### src/rtl/input_setup_if.sv
// input_setup_if: host-side write port and array-side stream port of the
// input_setup activation feeder. clk/reset stay plain ports on the module.
interface input_setup_if #(
  parameter int DATA_WIDTH = 16,
  parameter int COL_W      = 1
);
  logic                  start;
  logic                  wr_en;
  logic                  wr_row;
  logic [COL_W-1:0]      wr_col;
  logic [DATA_WIDTH-1:0] wr_data;
  logic [DATA_WIDTH-1:0] a_in1;
  logic [DATA_WIDTH-1:0] a_in2;
  logic                  valid;
  logic                  busy;
  logic                  done;
  logic                  wr_drop;

  // Host / testbench side
  modport master (
    output start, wr_en, wr_row, wr_col, wr_data,
    input  a_in1, a_in2, valid, busy, done, wr_drop
  );

  // Feeder side
  modport slave (
    input  start, wr_en, wr_row, wr_col, wr_data,
    output a_in1, a_in2, valid, busy, done, wr_drop
  );
endinterface

### src/rtl/input_setup.sv
// input_setup: holds a 2xK activation matrix and streams it into a 2-row
// systolic array with row 1 skewed one cycle behind row 0, followed by
// FLUSH_CYCLES zero cycles with valid high, then a one-cycle done pulse.
// Optional feature: define INPUT_SETUP_PINGPONG_EN for two matrix banks so
// the next matrix can be loaded while the current one streams.
module input_setup #(
  parameter int DATA_WIDTH   = 16,
  parameter int K            = 2,
  parameter int FLUSH_CYCLES = 4,
  parameter int COL_W        = (K > 1) ? $clog2(K) : 1
) (
  input logic          clk,
  input logic          reset,   // synchronous, active-low
  input_setup_if.slave bus
);

  typedef enum logic [1:0] {S_IDLE, S_STREAM, S_FLUSH, S_DONE} state_e;

  localparam int CNT_W = 5;
  localparam logic [CNT_W-1:0] K_LAST  = CNT_W'(K);
  localparam logic [CNT_W-1:0] FL_LAST = CNT_W'((FLUSH_CYCLES > 0) ? FLUSH_CYCLES - 1 : 0);
  localparam logic [COL_W:0]   K_LIM   = (COL_W + 1)'(K);
`ifdef INPUT_SETUP_PINGPONG_EN
  localparam int NB = 2;
`else
  localparam int NB = 1;
`endif

  logic [DATA_WIDTH-1:0] mem_q [NB][2][K];

  state_e          state_q, state_d;
  logic [CNT_W-1:0] cnt_q, cnt_d;
  logic            fill_bank_q, fill_bank_d;
  logic            stream_bank_q, stream_bank_d;

  logic [DATA_WIDTH-1:0] a_in1_q, a_in1_d, a_in2_q, a_in2_d;
  logic                  valid_q, valid_d, busy_q, busy_d, done_q, done_d;
  logic                  wr_drop_q, wr_drop_d;

  logic start_acc, col_ok, wr_acc;

  assign start_acc = bus.start && (state_q == S_IDLE);
  assign col_ok    = ({1'b0, bus.wr_col} < K_LIM);
`ifdef INPUT_SETUP_PINGPONG_EN
  assign wr_acc    = bus.wr_en && col_ok && !bus.start;
`else
  assign wr_acc    = bus.wr_en && col_ok && !bus.start && (state_q == S_IDLE);
`endif

  // State, pass counter and bank pointers
  always_ff @(posedge clk) begin
    // NOTE: sequential state uses non-blocking assignments so every register samples pre-edge values.
    if (!reset) begin
      state_q       <= S_IDLE;
      cnt_q         <= '0;
      fill_bank_q   <= 1'b0;
      stream_bank_q <= 1'b0;
    end else begin
      state_q       <= state_d;
      cnt_q         <= cnt_d;
      fill_bank_q   <= fill_bank_d;
      stream_bank_q <= stream_bank_d;
    end
  end

  // Next-state: IDLE -> STREAM (K+1 cycles) -> FLUSH -> DONE -> IDLE
  always_comb begin
    // NOTE: every comb output gets a default first so no path can infer a latch.
    state_d       = state_q;
    cnt_d         = cnt_q;
    fill_bank_d   = fill_bank_q;
    stream_bank_d = stream_bank_q;
    case (state_q)
      S_IDLE: begin
        if (start_acc) begin
          state_d = S_STREAM;
          cnt_d   = '0;
`ifdef INPUT_SETUP_PINGPONG_EN
          stream_bank_d = fill_bank_q;
          fill_bank_d   = ~fill_bank_q;
`endif
        end
      end
      S_STREAM: begin
        if (cnt_q == K_LAST) begin
          cnt_d   = '0;
          state_d = (FLUSH_CYCLES > 0) ? S_FLUSH : S_DONE;
        end else begin
          cnt_d = cnt_q + CNT_W'(1);
        end
      end
      S_FLUSH: begin
        if (cnt_q == FL_LAST) begin
          cnt_d   = '0;
          state_d = S_DONE;
        end else begin
          cnt_d = cnt_q + CNT_W'(1);
        end
      end
      S_DONE:  state_d = S_IDLE;
      default: state_d = S_IDLE;
    endcase
  end

  // Outputs for the upcoming cycle, derived from next state so they register in step
  always_comb begin
    a_in1_d   = '0;
    a_in2_d   = '0;
    valid_d   = 1'b0;
    busy_d    = 1'b0;
    done_d    = 1'b0;
    wr_drop_d = bus.wr_en && !wr_acc;
    case (state_d)
      S_STREAM: begin
        valid_d = 1'b1;
        busy_d  = 1'b1;
        if (cnt_d < K_LAST)
          a_in1_d = mem_q[stream_bank_d][0][COL_W'(cnt_d)];
        if (cnt_d != '0)
          a_in2_d = mem_q[stream_bank_d][1][COL_W'(cnt_d - CNT_W'(1))];
      end
      S_FLUSH: begin
        valid_d = 1'b1;
        busy_d  = 1'b1;
      end
      S_DONE:  done_d = 1'b1;
      default: ;
    endcase
  end

  // Registered outputs
  always_ff @(posedge clk) begin
    if (!reset) begin
      a_in1_q   <= '0;
      a_in2_q   <= '0;
      valid_q   <= 1'b0;
      busy_q    <= 1'b0;
      done_q    <= 1'b0;
      wr_drop_q <= 1'b0;
    end else begin
      a_in1_q   <= a_in1_d;
      a_in2_q   <= a_in2_d;
      valid_q   <= valid_d;
      busy_q    <= busy_d;
      done_q    <= done_d;
      wr_drop_q <= wr_drop_d;
    end
  end

  // Activation storage: host writes land in the fill bank
  always_ff @(posedge clk) begin
    // NOTE: the matrix is cleared by reset so a pass after reset streams zeros, not stale data.
    if (!reset) begin
      for (int b = 0; b < NB; b++)
        for (int r = 0; r < 2; r++)
          for (int c = 0; c < K; c++)
            mem_q[b][r][c] <= '0;
    end else if (wr_acc) begin
      mem_q[fill_bank_q][bus.wr_row][bus.wr_col] <= bus.wr_data;
    end
  end

  assign bus.a_in1   = a_in1_q;
  assign bus.a_in2   = a_in2_q;
  assign bus.valid   = valid_q;
  assign bus.busy    = busy_q;
  assign bus.done    = done_q;
  assign bus.wr_drop = wr_drop_q;

endmodule

### src/flat_wrapper.sv
// flat-port wrapper written by rule: the top's interface ports become plain ports
module input_setup_flat 
#(
  parameter int DATA_WIDTH   = 16,
  parameter int K            = 2,
  parameter int FLUSH_CYCLES = 4,
  parameter int COL_W        = (K > 1) ? $clog2(K) : 1
)
  (clk, reset, bus_start, bus_wr_en, bus_wr_row, bus_wr_col, bus_wr_data, bus_a_in1, bus_a_in2, bus_valid, bus_busy, bus_done, bus_wr_drop);
  input_setup_if #(.DATA_WIDTH(DATA_WIDTH), .COL_W(COL_W)) bus_i ();
  input logic clk;
  input logic reset;
  input wire logic [$bits(bus_i.start)-1:0] bus_start;
  input wire logic [$bits(bus_i.wr_en)-1:0] bus_wr_en;
  input wire logic [$bits(bus_i.wr_row)-1:0] bus_wr_row;
  input wire logic [$bits(bus_i.wr_col)-1:0] bus_wr_col;
  input wire logic [$bits(bus_i.wr_data)-1:0] bus_wr_data;
  output wire logic [$bits(bus_i.a_in1)-1:0] bus_a_in1;
  output wire logic [$bits(bus_i.a_in2)-1:0] bus_a_in2;
  output wire logic [$bits(bus_i.valid)-1:0] bus_valid;
  output wire logic [$bits(bus_i.busy)-1:0] bus_busy;
  output wire logic [$bits(bus_i.done)-1:0] bus_done;
  output wire logic [$bits(bus_i.wr_drop)-1:0] bus_wr_drop;
  assign bus_i.start = bus_start;
  assign bus_i.wr_en = bus_wr_en;
  assign bus_i.wr_row = bus_wr_row;
  assign bus_i.wr_col = bus_wr_col;
  assign bus_i.wr_data = bus_wr_data;
  assign bus_a_in1 = bus_i.a_in1;
  assign bus_a_in2 = bus_i.a_in2;
  assign bus_valid = bus_i.valid;
  assign bus_busy = bus_i.busy;
  assign bus_done = bus_i.done;
  assign bus_wr_drop = bus_i.wr_drop;
  input_setup #(.DATA_WIDTH(DATA_WIDTH), .K(K), .FLUSH_CYCLES(FLUSH_CYCLES), .COL_W(COL_W)) u_core (.clk(clk), .reset(reset), .bus(bus_i));
endmodule
### config.mk
export PLATFORM = sky130hd
export DESIGN_NAME = input_setup_flat
export DESIGN_NICKNAME = d
export VERILOG_FILES = /design/src/rtl/input_setup_if.sv /design/src/rtl/input_setup.sv /design/src/flat_wrapper.sv
export SDC_FILE = /design/constraint.sdc
export NUM_CORES = 1
export LEC_CHECK = 0
export ABC_CLOCK_PERIOD_IN_PS = 5500
export BUFFER_PORTS_ARGS = -buffer_cell sky130_fd_sc_hd__buf_4
export CAP_MARGIN = 5
export CORE_AREA = 2 2 95 87
export DETAILED_ROUTE_END_ITERATION = 6
export DIE_AREA = 0 0 97 89
export PLACE_DENSITY = 0.87
export RECOVER_POWER = 50
export SLEW_MARGIN = 20
export SYNTH_ARGS = -nofsm -noshare
export SYNTH_HDL_FRONTEND = slang
export SYNTH_SLANG_ARGS = --single-unit
### constraint.sdc
create_clock -name clk -period 5.5 [get_ports clk]
set_input_delay 0.275 -clock clk [delete_from_list [all_inputs] [get_ports clk]]
set_output_delay 0.275 -clock clk [all_outputs]
set_load 0.01 [all_outputs]
Yosys cells after proc, flatten, opt, wreduce, memory -nomap -nowiden
Memories as Yosys holds them, arrays and structs flattened.
Cells that the tools add are included.
W data, S select, Z words.
{"block": "op_classes", "order_cmp": 7, "add_sub_neg": 2, "reduce_logical": 14, "n_mux": 26, "n_div": 0, "n_eq_ne": 8, "n_shift": 0, "bitwise_logic": 4, "mul": 0}
{"cell": "$mux W64", "count": 3}
{"cell": "$mux W16", "count": 7}
{"cell": "$reduce_or A64 Y1", "count": 1}
{"cell": "$demux W32 S1", "count": 1}
{"cell": "$mux W32", "count": 1}
{"cell": "$demux W16 S1", "count": 1}
{"cell": "$mux W5", "count": 3}
{"cell": "$pmux W5 S3", "count": 1}
{"cell": "$eq A5 B2 Y1 const B", "count": 2}
{"cell": "$eq A2 B2 Y1 const B", "count": 4}
{"cell": "$ge A2 B2 Y1 const B", "count": 4}
{"cell": "$not A1 Y2", "count": 4}
{"cell": "$pmux W2 S4", "count": 1}
{"cell": "$logic_and A1 B1 Y1", "count": 6}
{"cell": "$mux W2", "count": 3}
{"cell": "$reduce_and A3 Y1", "count": 2}
{"cell": "$add A5 B1 Y5 const B", "count": 1}
{"cell": "$lt A5 B2 Y1 const B", "count": 1}
{"cell": "$mux W1", "count": 5}
{"cell": "$reduce_bool A5 Y1", "count": 1}
{"cell": "$eq A2 B1 Y1 const B", "count": 2}
{"cell": "$lt A2 B1 Y1 const B", "count": 2}
{"cell": "$logic_not A1 Y1", "count": 2}
{"cell": "$logic_not A2 Y1", "count": 1}
{"cell": "2 further kinds", "count": 2}
{"block": "word_totals", "out_inout_bits": 36, "word_cells": 69, "in_bits": 22, "n_memories": 1, "latch_bits": 0, "rom_bits": 0, "register_bits": 42, "ram_bits": 64}
{"name": "u_core.mem_q", "depth": 1, "word_bits": 64, "read_ports": 1, "rd_ports_with_merged_regs": 0, "write_ports": 4, "line_no": "input_setup.sv:29", "text": "logic [DATA_WIDTH-1:0] mem_q [NB][2][K];"}

Depth between registers and ports, before layout
Gate-level depths: netlist of run 1.
{"block": "depth", "word_depth": 10, "ltp_mapped": 12, "depth_no_buf": 10}

Least setup slack after synthesis of run 1
Ideal clock, no wire load.
{"block": "synth_timing", "kind": "register -> register", "from": "reg u_core.cnt_q[1]", "to": "reg u_core.a_in1_q[12], in the netlist u_core.bus.a_in1[12]", "required_time_ns": 5.436, "synth_period_minus_slack_ns": 2.792, "path_stages_with_launch": 13, "setup_time_ns": 0.064, "path_buffers": 3, "arrival_ns": 2.728, "setup_slack_ns": 2.708, "path_cell_list": "dfxtp_1 ha_1 clkbuf_1 nor4b_1 mux2i_1 o21ai_0 ha_1 and2_1 o211ai_1 or4_1 buf_2 buf_6 nor2_1"}
{"block": "synth_between", "elab_cells_between_ends": 17, "cone_classes": "1 x add/sub; 1 x order compare; 3 x eq/ne; 10 x mux; 1 x bitwise; 1 x reduce/logical"}
{"element": "start: declaration", "line_no": "input_setup.sv:32", "text": "logic [CNT_W-1:0] cnt_q, cnt_d;"}
{"element": "start signal: assignment", "line_no": "input_setup.sv:60", "text": "cnt_q <= cnt_d;"}
{"element": "$eq A5 B2 Y1, on equally long branches", "line_no": "input_setup.sv:93, input_setup.sv:85"}
{"element": "$mux W2, on equally long branches", "line_no": "input_setup.sv:93, input_setup.sv:85"}
{"element": "$pmux W2 S4 (*)", "line_no": "input_setup.sv:73", "text": "case (state_q)"}
{"element": "named net u_core.state_d[0]", "line_no": "input_setup.sv:31", "text": "state_e state_q, state_d;"}
{"element": "$eq A2 B1 Y1 (*)", "line_no": "input_setup.sv:113", "text": "case (state_d)"}
{"element": "$reduce_and A3 Y1 (no line) (*)"}
{"element": "end signal: assignment", "line_no": "input_setup.sv:141", "text": "a_in1_q <= a_in1_d;"}
{"element": "end: declaration", "line_no": "input_setup.sv:36", "text": "logic [DATA_WIDTH-1:0] a_in1_q, a_in1_d, a_in2_q, a_in2_d;"}
The timed path passes the listed nets; every way through them passes the cells marked *. The select of a mux whose other input is x is not followed.
A chain may end at the register's enable or synchronous reset.

Worst setup path after layout of run 1
{"block": "layout_timing", "from": "reg u_core.cnt_q[1]", "to": "reg u_core.a_in1_q[10], in the netlist u_core.bus.a_in1[10]"}
The elaborated chain is that of the path after synthesis.

==> results of run 1 <==
worst min-delay path by stage:
stage / slack [ps] / cells after the start / endpoint
after floorplan: 390 / 2 / u_core.bus.wr_drop
after global placement: 440 / 2 / u_core.mem_q[0][19]
after detailed placement: 450 / 2 / u_core.mem_q[0][46]
after CTS: 130 / 3 / u_core.bus.wr_drop
after global routing: 140 / 3 / u_core.bus.wr_drop
final: 140 / 3 / u_core.bus.wr_drop
metal layers:
metal  vias up  wire length, um
met5         -                0
met4         0              219
met3        19              410
met2        95             4004
met1      1446             3825
li1       1476                -
worst min-delay path: cells and delay by family:
| kind | cells | cell delay (ps) |
|---|---|---|
| buf+inv | 1 | 120 |
| simple gates | 2 | 80 |
kinds of logic (layout without fill, tap and decap cells):
kind of cell / Yosys count / in the layout / share of synthesized area
and+or+nand+nor: 174 / 174 / 0.1966
DFF: 106 / 106 / 0.5559
muxes: 51 / 51 / 0.1247
AOI/OAI and AO/OA: 49 / 49 / 0.07102
buffers and inverters: 34 / 80 / 0.03748
adders and majority gates: 4 / 4 / 0.01219
xor gates and xnor gates: 1 / 1 / 0.002134
cell usage after synthesis (5+ instances only):
cell / n
sky130_fd_sc_hd__edfxtp_1: 16
sky130_fd_sc_hd__and2_1: 21
sky130_fd_sc_hd__a21oi_1: 35
sky130_fd_sc_hd__clkbuf_1: 17
sky130_fd_sc_hd__nand3b_1: 5
sky130_fd_sc_hd__buf_2: 9
sky130_fd_sc_hd__dfxtp_1: 90
sky130_fd_sc_hd__nor2_1: 57
sky130_fd_sc_hd__nand2_1: 68
sky130_fd_sc_hd__mux2i_1: 50
metrics by stage:
stage,cell area [um2],util
6_report,4598,0.6095
5_1_grt,4598,0.6095
4_1_cts,4736,0.6277
3_5_place_dp,4538,0.6015
3_3_place_gp,4538,0.6015
2_1_floorplan,4105,-
flip-flops by register name, summed over array words and instances, names as in the netlist:
signal / count
u_core.cnt_q: 5
u_core.bus.a_in2: 16
u_core.mem_q: 64
u_core.bus.done: 1
u_core.bus.valid: 1
u_core.bus.wr_drop: 1
u_core.bus.a_in1: 16
u_core.state_q: 2
layout make-up:
cell class                 instances  area share
clock inverter                     6     0.01306
clock buffer                      10     0.02993
tap                               96     0.02612
timing repair buffer              59     0.06612
sequential                       106      0.4963
multi-input combinational        279      0.3644
inverter                           5    0.004082
power by group through the flow:
stage / Sequential, mW / Clock (mW) / Combinational (mW)
2_1_floorplan: 0.832 / 0 / 0.0879
3_3_place_gp: 0.830 / 0 / 0.133
3_5_place_dp: 0.831 / 0 / 0.136
4_1_cts: 0.813 / 0.471 / 0.137
5_1_grt: 0.815 / 0.498 / 0.141
6_report: 0.813 / 0.466 / 0.131
==> results.md, run 1 <==
- Net load switching power: 366.4 uW
- Most used DFF post-synth: sky130_fd_sc_hd__dfxtp_1
- Number of vias in the routed layout: 3036
- Number of buffers added to fix hold violations after cts: 0
- Placer congestion estimate: 0.8266
- Area added between synthesis and finish: 12.01%
- Clock Latency Late Sink: 380 ps
- Fraction of power consumed by sequential logic: 0.577
- Final wirelength: 8460 um
- Commonest non-fill, non-tap cell in the layout: sky130_fd_sc_hd__dfxtp_1
- Number of setup buffers added after CTS: 0
- Worst Hold Slack: 138.3 ps
- Clock sinks: 106
- Setup crit start: u_core.cnt_q[1]
- Arrival time of the worst setup path: 3630 ps
- Transition time at the pin with the least slew margin: 1065 ps
- Top cell family by delay on the critical path: simple AND/OR/NAND/NOR gates
- Setup crit end kind: flip-flop
- Worst setup timing slack at the placement stage: 2230 ps
- Fin. Hold Viols: 0
- Critical path launch point type: flip-flop
- First-pass GRT wire length: 13520 um
- Starting density of the core: 0.5441
- Count of flip-flops with a built-in enable after synthesis: 16
- Post-CTS resize count: 0
- Highest cell delay on the worst timing path: 800 ps
- Initial antenna violation count: 0
- Crit path time final: 3320 ps
- GR met2 Demand/Resource: 0.3289
- Number of buffer and inverter instances along the worst setup path: 0
- Final worst-path setup slack: 2180 ps
- Clock buffer count from CTS: 9
- Clock group share of total power: 0.330
- Fin crit share: 0.6036
- Net Sw Frac: 0.2599
- Via count of the first global-routing pass: 2795
- Via count normalized by instance count: 5.412
- Clock tree from TritonCTS: done
- Path depth of the worst reg2reg path: 9
- Max cap viols: 0
- Count of antenna-violating nets left after detailed routing: 0
- Fin cells: 561
- CTS H-tree lvls: 3
- Global routing met1 resource utilization: 0.2585
- Critical Path Most Common Cell: sky130_fd_sc_hd__ha_1
- P_int: 1.043 mW
- DR pass1 iterations: 5
- Max Buffers Root-to-Sink: 2
- Largest area contributor in the synthesized netlist: sky130_fd_sc_hd__dfxtp_1
- Fraction of layout instances using a drive strength above 1: 0.09892
- Pwr dens: 306.6 nW/um2
- Share of the yosys chip area belonging to registers: 0.5559
- Post-synthesis instance area: 4105 um2
- I/O Buffers: 57
- Start point of the worst min-delay path: bus_wr_en
- Unrepaired setup endpoints after global routing: false
- GR met3 Demand/Resource: 0.03362
- Floorplan die width: 97 um
- Total congestion overflow after global routing: 0
- Peak supply drop: 0.1390 mV
- Total Nets Final: 486
- Post-synthesis net count: 445
- Remaining DRCs: 0
- Maximum fanout encountered on the critical timing path: 16
- Gate Count Post-Synth: 419
- Post-detail-place hpwl: 5480 um
- Cell with the largest stage delay on the worst path: sky130_fd_sc_hd__or4_1
- Buffer type at the clock tree root: sky130_fd_sc_hd__clkbuf_8
- Synth Register Bits: 106
- Critical path endpoint: u_core.bus.a_in1[10]
- Clock transition time at the flip-flop clock pins of the worst setup and hold paths: 100 ps
- Share of the synthesized area in the top cell type: 0.4389
- Type of the tightest min-delay check: in2reg
- Worst r2r dst: u_core.bus.a_in1[10]
- # setup viols final: 0
- Die area: 8633 um2
- Multi-input logic area: 1675 um2
- Sequential cell area in the final layout: 2282 um2
- Overall die height: 89 um
- Static leakage power: 1.891 nW
- Core area: 7545 um2
- Average instance area after synthesis: 9.798 um2
- Global-route layer with the greatest usage: met2
- R2r startpoint: u_core.cnt_q[1]
- Endpoint required time on the critical path: 5810 ps
- Critical Setup Path Class: reg2reg
- Number of stages on the worst setup path: 9
- Combinational Power Share: 0.093
- Pin count of the biggest net entering global routing: 55
- Number of fill cells in the layout: 637
- Status: finished clean
- Share of synthesized registers carrying an async set or reset: 0
- Top library cells by usage in the layout, fill and taps aside: sky130_fd_sc_hd__dfxtp_1 (90), sky130_fd_sc_hd__nand2_1 (68), sky130_fd_sc_hd__nor2_1 (57), sky130_fd_sc_hd__mux2i_1 (50), sky130_fd_sc_hd__clkbuf_1 (37)
- Number of distinct standard cells referenced by the synthesized netlist: 42
- Dpl cells: 545
- Number of top-level pins: 58
- Total power draw: 1.410 mW
- Most area-consuming cells after synthesis: sky130_fd_sc_hd__dfxtp_1 (44%), sky130_fd_sc_hd__mux2i_1 (12%), sky130_fd_sc_hd__edfxtp_1 (12%), sky130_fd_sc_hd__nand2_1 (6.2%), sky130_fd_sc_hd__nor2_1 (5.2%)
- Row Count: 30
- Fin. max-slew vios: 0
- Final sum of negative setup slack: 0 ps
- Total track usage: 0.2000
- Reg-to-reg slack, setup: 2180 ps
- Detailed router's first-iteration violation count: 212
- Number of warnings issued by yosys: 0
- Max transition margin: 0.2883
- Critical Path, Cell by Cell: ha_1 -> nor4b_1 -> mux2i_1 -> o21ai_0 -> ha_1 -> and2_1 -> o211ai_1 -> or4_1 -> nor2_1
- Maximum frequency from static timing analysis: 301.2 MHz
- Skew final: 10.10 ps
- Average wire per cell in the routed design: 15.08 um
- Diodes inserted: 0
Note: power is estimated with default switching activity, not from simulation.
==> inputs of run 2 (changes only) <==
Settings changed: ABC_AREA set to 1, ABC_CLOCK_PERIOD_IN_PS 5500 to 3200, CORE_AREA 2 2 95 87 to 2 2 96 88, DIE_AREA 0 0 97 89 to 0 0 98 90, PLACE_DENSITY 0.87 to 0.86.
Clock period 5.5 ns to 3.2 ns, I/O delays scaled along.
==> results.md, run 2 <==
- Floorplan die width: 98 um
- # setup viols final: 0
- Number of vias in the routed layout: 3319
- Most area-consuming cells after synthesis: sky130_fd_sc_hd__dfxtp_1 (43%), sky130_fd_sc_hd__edfxtp_1 (11%), sky130_fd_sc_hd__inv_1 (9.0%), sky130_fd_sc_hd__o21ai_0 (6.0%), sky130_fd_sc_hd__a21oi_1 (5.7%)
- Final worst-path setup slack: 625.7 ps
- Area added between synthesis and finish: 11.11%
- Maximum frequency from static timing analysis: 388.5 MHz
- Transition time at the pin with the least slew margin: 1003 ps
- Peak supply drop: 0.2444 mV
- Crit path time final: 2574 ps
- Worst setup timing slack at the placement stage: 956.3 ps
- Most repeated cell in the gate-level netlist after synthesis: sky130_fd_sc_hd__inv_1
- Critical path launch point type: flip-flop
- Top cells by instance count after synthesis: sky130_fd_sc_hd__inv_1 (101), sky130_fd_sc_hd__dfxtp_1 (90), sky130_fd_sc_hd__nor2_1 (62), sky130_fd_sc_hd__nand2_1 (53), sky130_fd_sc_hd__o21ai_0 (50)
- Pin count of the biggest net entering global routing: 58
- Largest area contributor in the synthesized netlist: sky130_fd_sc_hd__dfxtp_1
- Starting density of the core: 0.5322
- Final sum of negative setup slack: 0 ps
- Overall die height: 90 um
- Multi-input logic area: 1331 um2
- Via count normalized by instance count: 4.976
- Number of top-level pins: 58
- Skew final: 13.61 ps
- Critical Setup Path Class: reg2reg
- Initial antenna violation count: 0
- Row Count: 31
- Fin. Hold Viols: 0
- Top library cells by usage in the layout, fill and taps aside: sky130_fd_sc_hd__inv_1 (102), sky130_fd_sc_hd__dfxtp_1 (90), sky130_fd_sc_hd__nor2_1 (62), sky130_fd_sc_hd__nand2_1 (54), sky130_fd_sc_hd__o21ai_0 (50)
- Count of antenna-violating nets left after detailed routing: 0
- Diodes inserted: 0
- Sequential cell area in the final layout: 2282 um2
- Clock buffer count from CTS: 9
- Count of flip-flops with a built-in enable after synthesis: 16
- Top cell family by delay on the critical path: simple AND/OR/NAND/NOR gates
- Static leakage power: 1.936 nW
- Buffer type at the clock tree root: sky130_fd_sc_hd__clkbuf_8
- Highest cell delay on the worst timing path: 790 ps
- Status: finished clean
- Synth Register Bits: 106
- CTS H-tree lvls: 3
- Number of flip-flops under the largest register name: 64
- Arrival time of the worst setup path: 2870 ps
- Die area: 8820 um2
- Detailed router's first-iteration violation count: 214
- Post-detail-place hpwl: 5707 um
- Total track usage: 0.1933
- Fraction of layout instances using a drive strength above 1: 0.08803
- Via count of the first global-routing pass: 3066
- Type of the tightest min-delay check: in2reg
- Number of buffers added to fix hold violations after cts: 0
- Clock tree from TritonCTS: done
- Total congestion overflow after global routing: 0
- Worst Hold Slack: 28.59 ps
- Clock transition time at the flip-flop clock pins of the worst setup and hold paths: 100 ps
- Critical Path, Cell by Cell: nor2_1 -> nand2_2 -> inv_1 -> nand3_1 -> buf_4 -> nor3_1 -> buf_4 -> o21ai_0 -> a21oi_1
- Fin. max-slew vios: 0
- Max cap viols: 0
- Post-CTS resize count: 0
- Total Nets Final: 589
- Pwr dens: 523.1 nW/um2
- Critical Path Most Common Cell: sky130_fd_sc_hd__buf_4
- First-pass GRT wire length: 13870 um
- Clock Latency Late Sink: 360 ps
- Max Buffers Root-to-Sink: 2
- Share of synthesized registers carrying an async set or reset: 0
- Number of warnings issued by yosys: 0
- Most used DFF post-synth: sky130_fd_sc_hd__dfxtp_1
- Endpoint required time on the critical path: 3500 ps
- Commonest non-fill, non-tap cell in the layout: sky130_fd_sc_hd__inv_1
- Setup crit start: u_core.state_q[0]
- Unrepaired setup endpoints after global routing: false
- Remaining DRCs: 0
- Core area: 7874 um2
- Start point of the worst min-delay path: bus_wr_en
- Post-synthesis instance area: 4190 um2
- Number of distinct standard cells referenced by the synthesized netlist: 25
- Register with the most flip-flops: u_core.mem_q
- Share of the synthesized area in the top cell type: 0.4300
- Cell with the largest stage delay on the worst path: sky130_fd_sc_hd__nor3_1
- DR pass1 iterations: 4
- Number of fill cells in the layout: 725
- I/O Buffers: 57
- Clock sinks: 106
- Setup crit end kind: flip-flop
- Average wire per cell in the routed design: 12.54 um
- Gate Count Post-Synth: 517
- Post-synthesis net count: 543
- Final wirelength: 8362 um
- Share of the yosys chip area belonging to registers: 0.5446
- Number of buffer and inverter instances along the worst setup path: 3
- R2r startpoint: u_core.state_q[0]
- Fin crit share: 0.8045
- Max transition margin: 0.3262
- Average instance area after synthesis: 8.105 um2
- Placer congestion estimate: 0.8579
- Maximum fanout encountered on the critical timing path: 22
- Number of setup buffers added after CTS: 0
## run 2: cell types whose count changed in the layout (fill, tap and decap cells not counted), sizes merged, moves of 4 or more
cell / previous run / this run
nand2: 68 / 56
and3: 4 / 0
inv: 8 / 107
nand3: 2 / 17
and2: 21 / 1
o21ai: 2 / 83
nor2: 57 / 67
nand3b: 5 / 0
a21oi: 35 / 48
mux2i: 50 / 0
## run 2: area by class of cell
cell class	instances	share of cell area
inverter	103	0.08304
multi-input combinational	281	0.2859
sequential	106	0.4902
timing repair buffer	62	0.07283
clock buffer	11	0.03279
clock inverter	5	0.008600
tap	99	0.02661
## run 2: kinds of logic after synthesis
| family | Yosys count | share of synthesized area |
|---|---|---|
| fa+ha+maj | 4 | 0.01194 |
| simple gates | 145 | 0.1511 |
| compound gates | 132 | 0.1583 |
| buf+inv | 130 | 0.1341 |
| flops | 106 | 0.5446 |
## run 2: path summary, 6_finish.rpt
| check | end | slack, ps | cells past startpoint |
|---|---|---|---|
| setup / recovery | u_core.mem_q[0][47] | 630 | 9 |
| hold / removal | u_core.bus.wr_drop | 30 | 3 |
| setup reg to reg | u_core.mem_q[0][47] | 630 | 9 |
| hold reg to reg | u_core.mem_q[0][15] | 460 | 2 |
## run 2: worst register-to-register path: stages, from the launching register on
cell and delay [ps]:
sky130_fd_sc_hd__dfxtp_1 370, sky130_fd_sc_hd__nor2_1 160, sky130_fd_sc_hd__nand2_2 70, sky130_fd_sc_hd__inv_1 120
sky130_fd_sc_hd__nand3_1 110, sky130_fd_sc_hd__buf_4 230, sky130_fd_sc_hd__nor3_1 790, sky130_fd_sc_hd__buf_4 380
sky130_fd_sc_hd__o21ai_0 120, sky130_fd_sc_hd__a21oi_1 150
## run 2: power breakdown
| group | internal, mW | switching [mW] |
|---|---|---|
| logic | 0.0727 | 0.155 |
| registers | 1.39 | 0.0162 |
| clock network | 0.342 | 0.460 |
| total | 1.80 | 0.631 |
## run 2: layer usage
metal  track usage  vias up  wire (um)  part of all wire
met5             0        -          0                 0
met1        0.2385     1526       3481              0.42
li1              -     1701          -                 -
met2        0.3305       71       4266              0.51
met3       0.03344       21        359             0.043
met4       0.08681        0        255             0.030
## run 2: stage by stage
stage | cells | total power [mW] | instance area (um2) | util
final | 667 | 2.435 | 4656 | 0.5913
after CTS | 667 | 2.473 | 4815 | 0.6115
after global placement | 651 | 1.669 | 4622 | 0.5870
after floorplan | 517 | 1.607 | 4190 | -
after global routing | 667 | 2.544 | 4656 | 0.5913
after detailed placement | 651 | 1.678 | 4622 | 0.5870
==> inputs of run 3 (changes only) <==
Settings changed: ABC_CLOCK_PERIOD_IN_PS 3200 to 2660.
Clock period 3.2 ns to 2.66 ns, I/O delays scaled along.
==> results.md, run 3 (synthesis gave the netlist of run 2 again) <==
- Highest cell delay on the worst timing path: 410 ps
- Clock buffer count from CTS: 9
- Endpoint required time on the critical path: 2950 ps
- Post-CTS resize count: 0
- Core area: 7874 um2
- I/O Buffers: 57
- Clock tree from TritonCTS: done
- Top library cells by usage in the layout, fill and taps aside: sky130_fd_sc_hd__inv_1 (102), sky130_fd_sc_hd__dfxtp_1 (90), sky130_fd_sc_hd__nor2_1 (63), sky130_fd_sc_hd__nand2_1 (53), sky130_fd_sc_hd__o21ai_0 (51)
- # setup viols final: 0
- Endpoint, Worst Hold: u_core.mem_q[0][20]
- Buffer type at the clock tree root: sky130_fd_sc_hd__clkbuf_8
- Maximum fanout encountered on the critical timing path: 16
- Clock Latency Late Sink: 370 ps
- Initial antenna violation count: 0
- Register with the most flip-flops: u_core.mem_q
- Count of antenna-violating nets left after detailed routing: 0
- Global-route layer with the greatest usage: met2
- Path depth of the worst reg2reg path: 14
- Clock group share of total power: 0.319
- Number of top-level pins: 58
- Transition time at the pin with the least slew margin: 844.2 ps
- Unrepaired setup endpoints after global routing: false
- Critical Path Most Common Cell: sky130_fd_sc_hd__inv_1
- Total Nets Final: 592
- Static leakage power: 1.938 nW
- Fin crit share: 0.8226
- Type of the tightest min-delay check: in2reg
- Fraction of power consumed by sequential logic: 0.586
- First-pass GRT wire length: 13970 um
- Peak supply drop: 0.4221 mV
- Worst r2r dst: u_core.bus.a_in1[14]
- Max Buffers Root-to-Sink: 2
- P_int: 2.116 mW
- GR met2 Demand/Resource: 0.3465
- Max transition margin: 0.4358
- Pin count of the biggest net entering global routing: 67
- DR pass1 iterations: 4
- Number of flip-flops under the largest register name: 64
- Combinational Power Share: 0.095
- Setup crit end kind: flip-flop
- Global routing met1 resource utilization: 0.2312
- Final sum of negative setup slack: 0 ps
- CTS H-tree lvls: 3
- Detailed router's first-iteration violation count: 274
- Area added between synthesis and finish: 11.35%
- Number of fill cells in the layout: 737
- Top cell family by delay on the critical path: simple AND/OR/NAND/NOR gates
- Via count of the first global-routing pass: 3073
- Post-detail-place hpwl: 5539 um
- Net load switching power: 768.3 uW
- Critical Path, Cell by Cell: inv_1 -> ha_1 -> inv_1 -> nor2_1 -> nand2_1 -> o21ai_0 -> o21ai_0 -> inv_1 -> nor2_1 -> ha_1 -> nand2_1 -> inv_1 -> nand4_4 -> nor2_1
- Net Sw Frac: 0.2663
- Status: finished clean
- Number of vias in the routed layout: 3284
- Critical path launch point type: flip-flop
- Placer congestion estimate: 0.8077
- Critical Setup Path Class: reg2reg
- R2r startpoint: u_core.cnt_q[0]
- Starting density of the core: 0.5322
- Maximum frequency from static timing analysis: 457.0 MHz
- Cell with the largest stage delay on the worst path: sky130_fd_sc_hd__dfxtp_1
- Total congestion overflow after global routing: 0
- Fin. max-slew vios: 0
- Final wirelength: 8212 um
- Pwr dens: 618.3 nW/um2
- Clock sinks: 106
- Floorplan die width: 98 um
- Fraction of layout instances using a drive strength above 1: 0.09282
- Diodes inserted: 0
- Max cap viols: 0
- Die area: 8820 um2
- Arrival time of the worst setup path: 2480 ps
- Commonest non-fill, non-tap cell in the layout: sky130_fd_sc_hd__inv_1
- Overall die height: 90 um
- Reg-to-reg slack, setup: 470 ps
- Remaining DRCs: 0
- Row Count: 31
- Average wire per cell in the routed design: 12.26 um
- Crit path time final: 2188 ps
- Fin. Hold Viols: 0
- Fin cells: 670
- Skew final: 13.69 ps
- Start point of the worst min-delay path: bus_wr_data[4]
- Number of buffer and inverter instances along the worst setup path: 4
- Via count normalized by instance count: 4.901
- Dpl cells: 653
- Hold Path Cell Cnt: 3
- Total track usage: 0.1958
- GR met3 Demand/Resource: 0.05754
- Clock transition time at the flip-flop clock pins of the worst setup and hold paths: 110 ps
==> run 3: cell count changes in the layout (fill, tap and decap cells not counted) <==
cell and delta:
sky130_fd_sc_hd__o21ai_0 +1, sky130_fd_sc_hd__o21ai_1 -1, sky130_fd_sc_hd__nand2_1 -1, sky130_fd_sc_hd__clkbuf_2 +2
sky130_fd_sc_hd__nand2_2 +1, sky130_fd_sc_hd__clkinv_4 +2, sky130_fd_sc_hd__inv_4 -1, sky130_fd_sc_hd__dlygate4sd3_1 +1
sky130_fd_sc_hd__clkinvlp_4 +1, sky130_fd_sc_hd__clkbuf_16 -1, sky130_fd_sc_hd__clkbuf_1 -1, sky130_fd_sc_hd__nor2_2 -1
sky130_fd_sc_hd__nor2_1 +1
==> run 3: worst max-delay path by stage <==
stage	from	to	slack, ps	cells after the start
6_report	u_core.cnt_q[0]	u_core.bus.a_in1[14]	470	14
5_1_grt	u_core.cnt_q[1]	u_core.bus.a_in1[14]	170	12
4_1_cts	u_core.cnt_q[0]	u_core.bus.a_in1[14]	470	14
3_5_place_dp	u_core.cnt_q[0]	u_core.bus.a_in2[0]	500	14
3_3_place_gp	u_core.cnt_q[0]	u_core.bus.a_in1[14]	640	14
2_1_floorplan	u_core.state_q[0]	u_core.mem_q[0][48]	140	6
==> run 3: stage by stage <==
stage	util	instance area [um2]	total power [mW]	hold slack (ps)	setup WS, ps
2_1_floorplan	-	4190	1.934	252.2	142.5
3_3_place_gp	0.5889	4637	2.010	381.3	642.4
3_5_place_dp	0.5889	4637	2.017	394.6	496.5
4_1_cts	0.6134	4830	2.929	21.79	471.9
5_1_grt	0.5926	4666	3.015	20.55	168.1
6_report	0.5926	4666	2.885	35.66	471.8
==> run 3: metal layers <==
metal | part of all wire | up-vias
li1 | - | 1706
met1 | 0.42 | 1507
met2 | 0.52 | 63
met3 | 0.044 | 8
met4 | 0.0096 | 0
met5 | 0 | -
==> run 3: what timing repair did <==
item                      CTS  global route
hold endpoints to repair    1             0
buffers inserted            0             0
hold buffers                1             0
==> run 3: power groups by stage <==
stage                     combinational, mW  clock, mW  sequential (mW)
after floorplan                       0.201          0             1.73
after global placement                0.283          0             1.73
after detailed placement              0.288          0             1.73
after CTS                             0.292      0.946             1.69
after global routing                  0.310       1.01             1.70
final                                 0.273      0.920             1.69
==> run 3: worst reg2reg max path, delay by kind of cell (launching register included) <==
family,cells,cell delay [ps]
buf+inv,4,370
fa+ha+maj,2,360
compound gates,2,200
flops,1,410
simple gates,6,790
==> run 3: layout make-up <==
class / count / area, um2 / area share
inverter: 103 / 386.6 / 0.08286
clock buffer: 9 / 123.9 / 0.02655
tap: 99 / 123.9 / 0.02655
multi-input combinational: 281 / 1331 / 0.2853
clock inverter: 7 / 58.81 / 0.01260
timing repair buffer: 65 / 359.1 / 0.07696
sequential: 106 / 2282 / 0.4891
